## config.mk

```make
export PLATFORM = sky130hd
export DESIGN_NAME = instruction_fetch_unit
export DESIGN_NICKNAME = d
export VERILOG_FILES = /design/src/rtl/instruction_fetch_unit.sv
export SDC_FILE = /design/constraint.sdc
export NUM_CORES = 1
export LEC_CHECK = 0
export ABC_AREA = 1
export BUFFER_PORTS_ARGS = -buffer_cell sky130_fd_sc_hd__buf_2
export CORE_MARGIN = 3
export CORE_UTILIZATION = 44
export CTS_CLUSTER_SIZE = 28
export DETAILED_ROUTE_END_ITERATION = 10
export PLACE_DENSITY = 0.65
export SYNTH_ARGS = -nofsm -noshare
export SYNTH_HDL_FRONTEND = slang
export SYNTH_SLANG_ARGS = --single-unit
```

## constraint.sdc

```tcl
create_clock -name clk -period 2.5 [get_ports clk]
set_clock_uncertainty 0.2 [all_clocks]
set_input_delay 0 -clock clk [delete_from_list [all_inputs] [get_ports clk]]
set_output_delay 0 -clock clk [all_outputs]
set_load 0.02 [all_outputs]
```

## src/rtl/instruction_fetch_unit.sv

```systemverilog
// ---------------------------------------------------------------------------
// instruction_fetch_unit
//
// Purpose:
//   Sequential instruction fetcher feeding a decode stage through a 2-entry
//   {pc, instruction} buffer. It issues word-aligned reads to instruction
//   memory with a req/ack handshake. It also handles branch redirects: when a
//   redirect hits while a read is still outstanding, that read has to be seen
//   through to completion so the bus protocol stays intact. The FSM enters
//   DROP until the stale read returns, and its data is thrown away.
//
// Parameters:
//   RESET_PC     first fetch address after reset
//
// Ports:
//   clk          single clock, rising edge
//   rst_n        asynchronous active-low reset
//   imem_req     read request (held until imem_ack once raised)
//   imem_addr    read address, word aligned
//   imem_ack     completes a transfer when sampled high together with req
//   imem_rdata   instruction word, valid in the completing cycle
//   inst_valid   buffer head holds a valid instruction
//   inst         instruction at the buffer head
//   inst_pc      address of inst
//   inst_ready   decode accepts the head (pop) when high with inst_valid
//   redirect     flush the buffer and continue fetching at redirect_pc
//   redirect_pc  new fetch target, low two bits ignored
// ---------------------------------------------------------------------------
module instruction_fetch_unit #(
    parameter logic [31:0] RESET_PC = 32'h0000_0000
) (
    input  logic        clk,
    input  logic        rst_n,
    output logic        imem_req,
    output logic [31:0] imem_addr,
    input  logic        imem_ack,
    input  logic [31:0] imem_rdata,
    output logic        inst_valid,
    output logic [31:0] inst,
    output logic [31:0] inst_pc,
    input  logic        inst_ready,
    input  logic        redirect,
    input  logic [31:0] redirect_pc
);

    localparam int DEPTH = 2;

    typedef enum logic {
        FETCH = 1'b0,
        DROP  = 1'b1
    } state_t;

    state_t      state_reg, state_next;
    logic [31:0] fetch_pc_reg, fetch_pc_next;
    logic [31:0] drop_addr_reg, drop_addr_next;
    logic [1:0]  count_reg, count_next;
    logic        rd_ptr_reg, rd_ptr_next;
    logic        wr_ptr_reg, wr_ptr_next;

    // Buffer storage, one {pc, instruction} pair per slot.
    logic [31:0] pc_mem   [DEPTH];
    logic [31:0] inst_mem [DEPTH];

    logic        push;
    logic        pop;
    logic        complete;
    logic        aligned_unused;

    // The low bits of redirect_pc are deliberately discarded.
    assign aligned_unused = ^redirect_pc[1:0];

    // -----------------------------------------------------------------------
    // Decode-side view: always the oldest entry.
    // -----------------------------------------------------------------------
    assign inst_valid = (count_reg != 2'd0);
    assign inst       = inst_mem[rd_ptr_reg];
    assign inst_pc    = pc_mem[rd_ptr_reg];

    // -----------------------------------------------------------------------
    // Next-state and output logic
    // -----------------------------------------------------------------------
    always_comb begin
        state_next     = state_reg;
        fetch_pc_next  = fetch_pc_reg;
        drop_addr_next = drop_addr_reg;
        count_next     = count_reg;
        rd_ptr_next    = rd_ptr_reg;
        wr_ptr_next    = wr_ptr_reg;
        push           = 1'b0;
        pop            = 1'b0;
        imem_req       = 1'b0;
        imem_addr      = fetch_pc_reg;

        case (state_reg)
            FETCH: begin
                // A request can only be raised with a free slot. Nothing but
                // a push can fill the buffer, and a push needs this very
                // request to complete, so once raised the request stays up
                // (and fetch_pc stays put) until the ack. rst_n is folded in
                // so the request drops immediately on an asynchronous reset.
                imem_req  = rst_n && (count_reg != 2'd2);
                imem_addr = fetch_pc_reg;
            end
            DROP: begin
                imem_req  = 1'b1;
                imem_addr = drop_addr_reg;
            end
            default: begin
                imem_req  = 1'b0;
                imem_addr = fetch_pc_reg;
            end
        endcase

        complete = imem_req && imem_ack;

        if (redirect) begin
            // Redirect beats push and pop: the buffer is flushed outright.
            fetch_pc_next = {redirect_pc[31:2], 2'b00};
            count_next    = 2'd0;
            rd_ptr_next   = 1'b0;
            wr_ptr_next   = 1'b0;
            if (state_reg == FETCH) begin
                if (imem_req && !imem_ack) begin
                    // Read still in flight: remember where it went so the
                    // address stays stable until the memory answers.
                    drop_addr_next = fetch_pc_reg;
                    state_next     = DROP;
                end
            end else if (imem_ack) begin
                // Stale read finishing on the same edge as a new redirect.
                state_next = FETCH;
            end
        end else if (state_reg == DROP) begin
            if (imem_ack) begin
                state_next = FETCH;
            end
        end else begin
            push = complete;
            pop  = inst_valid && inst_ready;
            if (push) begin
                wr_ptr_next   = ~wr_ptr_reg;
                fetch_pc_next = fetch_pc_reg + 32'd4;
            end
            if (pop) begin
                rd_ptr_next = ~rd_ptr_reg;
            end
            count_next = count_reg + {1'b0, push} - {1'b0, pop};
        end
    end

    // -----------------------------------------------------------------------
    // Control state
    // -----------------------------------------------------------------------
    always_ff @(posedge clk or negedge rst_n) begin
        if (!rst_n) begin
            state_reg     <= FETCH;
            fetch_pc_reg  <= RESET_PC;
            drop_addr_reg <= 32'd0;
            count_reg     <= 2'd0;
            rd_ptr_reg    <= 1'b0;
            wr_ptr_reg    <= 1'b0;
        end else begin
            state_reg     <= state_next;
            fetch_pc_reg  <= fetch_pc_next;
            drop_addr_reg <= drop_addr_next;
            count_reg     <= count_next;
            rd_ptr_reg    <= rd_ptr_next;
            wr_ptr_reg    <= wr_ptr_next;
        end
    end

    // -----------------------------------------------------------------------
    // Buffer slots. They are cleared on reset so inst/inst_pc read as zero
    // while the unit is held in reset.
    // -----------------------------------------------------------------------
    generate
        for (genvar gi = 0; gi < DEPTH; gi++) begin : g_slot
            always_ff @(posedge clk or negedge rst_n) begin
                if (!rst_n) begin
                    pc_mem[gi]   <= 32'd0;
                    inst_mem[gi] <= 32'd0;
                end else if (push && (wr_ptr_reg == 1'(gi))) begin
                    pc_mem[gi]   <= fetch_pc_reg;
                    inst_mem[gi] <= imem_rdata;
                end
            end
        end
    endgenerate

endmodule

```

==> results.md <==
* Status: finished clean
* Critical path required time at 2660 ps
* Worst Setup Start Kind: flip-flop
* Clock sinks at 189
* Async S/R FF share, synth at between 90% and 100%
* Top_reg_cell synth: dfrtp_1
* Leakage dissipation at 6.03 nW
* Syn_area_per_cell at approximately 7.6 um^2
* CTS H-tree depth at 4
* Placed cells at approximately 1600
* CP max FO at 25
* RePlAce Congestion at 0.890
* Die area at 0.0226 mm^2
* Pre-CTS setup slack at 478 ps
* Cts bufs inserted at 17
* Minimum clock period at 2180 ps
* Vias per std cell at 4.83
* Worst Max-Slew Pin Slew at 1060 ps
* Final worst-path cycle share at about 87%
* Most frequent cell after synthesis: nand2_1
* Num ports at between 150 and 200
* Final hold viol count at 0
* Core area at 0.0204 mm^2
* Total grt overflow at 0
* Share of post-route cells with drive strength above 1 at 16.1%
* Synth top area share at 51.6%
* Initial antenna violation count at 0
* Max FFs per register at 64
* Slew Limit Fails at 0
* Final setup viols at 0
* Post-synth EDFFs at 0
* Setup TNS at 0 ps
* Global-route wire length before repair at roughly 38 mm
* Area after DPL at 0.0102 mm^2
* Netlist cell types at 32
* Largest net degree at the start of global routing at 81
* Largest reg by FF count: inst_mem
* WL per Instance at 13.9 um
* Max frequency at 459 MHz
* Arr. time, crit path at approximately 2300 ps
* Vias in the first global route at 7739
* Die X at between 150 and 200 um
* Worst relative slew slack at 29.2%
* Setup WS post-layout at roughly 320 ps
* Seq cells post-synth at around 190
* FP Rows at 52
* Die Ht at approximately 150 um
* Post-CTS Setup Inserts at 0
* Drt drc at 0
* Synth-to-Final Area Change at 28.1%
* Largest regs: inst_mem (64), pc_mem (60)
* Clock-pin slew on the worst setup and hold paths at 70 ps
* Clk root buf: clkbuf_16
* Synth Instances at about 1200
* Max Cap Viol at 0
* Area contributors post-synth: dfrtp_1 (52%), nand2_1 (22%), o21ai_1 (6.2%)
* Cell area power density at 1080 mW/mm^2
* PnR Total Power at 0.0126 W
* WL final at 23.7 mm
* CTS tree: yes
* WS Path Type: flip-flop to flip-flop
* Tightest Hold Check Type: primary input to asynchronous set/reset pin
* Starting Density at approximately 45%
* Seq/Total Area, Yosys at about half
* Mapped cell area at 0.00916 mm^2
* Worst vdd ir at 510 uV
* Via Count at 8256
* Crit path capture type: flip-flop
* GRT Total Usage at 21.3%
* DRT Pass-1 Iters at 4
* Antenna Nets Post-Route at 0
* Detailed Route Iter0 Violations at roughly 540
* Nets at 1497
* Yosys Warn Count at 0
* N_diodes at 0
* Synth top cells by count: nand2_1 (525), dfrtp_1 (189), o21ai_1 (113), o21ai_0 (82), inv_1 (77)
* Largest area contributor in the netlist: dfrtp_1
* Clk buf depth at 2
* RSZ-0062 raised after global routing: false
* Dpl hpwl at between 15 and 20 mm
* Clock Latency Late Sink at 420 ps
* Layout Cells excl Fill at 1708
* Final Instance Area at between 0.01 and 0.015 mm^2
* IO Port Bufs at 160
## layer usage
layer	up-vias	global-route usage, %	part of all wire [%]
met5	-	0	0
met4	0	7.00	1.8
met3	32	3.01	5.4
met2	223	34.0	46
met1	3782	30.0	47
li1	4219	-	-
## worst paths after layout
kind | slack (ps) | end | start | cells after the start
min reg2reg | 280 | pc_mem[49] | pc_mem[49] | 2
max in group asynchronous | 710 | pc_mem[22] | rst_n | 4
max reg2reg | 320 | fetch_pc_reg[4] | count_reg[0] | 8
min | 100 | state_reg | rst_n | 3
max | 320 | fetch_pc_reg[4] | count_reg[0] | 8
min in group clk | 180 | inst_mem[23] | imem_rdata[23] | 4
## layout make-up
| type | instances | area [um^2] |
|---|---|---|
| fill | 1882 | 8620 |
| sequential | 189 | 4730 |
| multi-input combinational | 864 | 3760 |
| timing repair buffer | 270 | 1950 |
| clock buffer | 18 | 439 |
| tap | 270 | 338 |
| inverter | 83 | 314 |
| clock inverter | 14 | 211 |
## cell usage in the layout (no fill, tap or decap), types with 3 or more instances in the layout
master         count
clkbuf_16         17
o21ai_2            5
nand3_1           42
ha_1               3
conb_1             4
buf_4             11
nand2_1          525
a21oi_1            5
o21ai_0           82
dfrtp_1          188
inv_2              5
bufinv_16          5
nor2_1            54
clkinv_2           4
xor2_1             8
inv_6              3
inv_1             77
o21ai_1          113
buf_2            159
buf_12             7
o211ai_1           8
dlygate4sd3_1     92
## worst max-delay path, cell delays in order, from the launching register on
cell and delay (ps):
dfrtp_1 410, inv_1 150, a21boi_4 90, nand3_1 80
nand2_1 70, inv_2 360, nand2_1 90, o211ai_1 100
dlygate4sd3_1 560
## report_power, final
group          total, W  switching (W)  leakage [nW]  internal [W]
sequential      0.00504       0.000724          2.41       0.00432
clock           0.00297        0.00117         0.317       0.00181
combinational   0.00461        0.00295          3.31       0.00166
## per-stage QoR
stage / hold slack (ps) / util, %
detailed placement: -61.1 / 49.9
floorplan: -496 / -
global placement: -53.4 / 49.9
global route: 150 / 57.6
CTS: 100 / 57.6
finish: 99.4 / 57.6
## kinds of logic (layout without fill, tap and decap cells)
logic type | after synthesis | after routing | synth area share (%)
fa+ha+maj | 3 | 3 | 0.410
compound gates | 215 | 215 | 12.3
simple gates | 632 | 632 | 27.1
buf+inv | 148 | 385 | 7.51
other cells | 1 | 4 | 0.0409
xor+xnor | 10 | 10 | 0.956
flops | 189 | 189 | 51.6
## what timing repair did
| action | CTS | global route |
|---|---|---|
| hold endpoints to repair | 226 | 0 |
| resized for setup | 0 | 0 |
| hold buffers | 92 | 0 |
No activity file was read; power rests on OpenSTA's default activity.
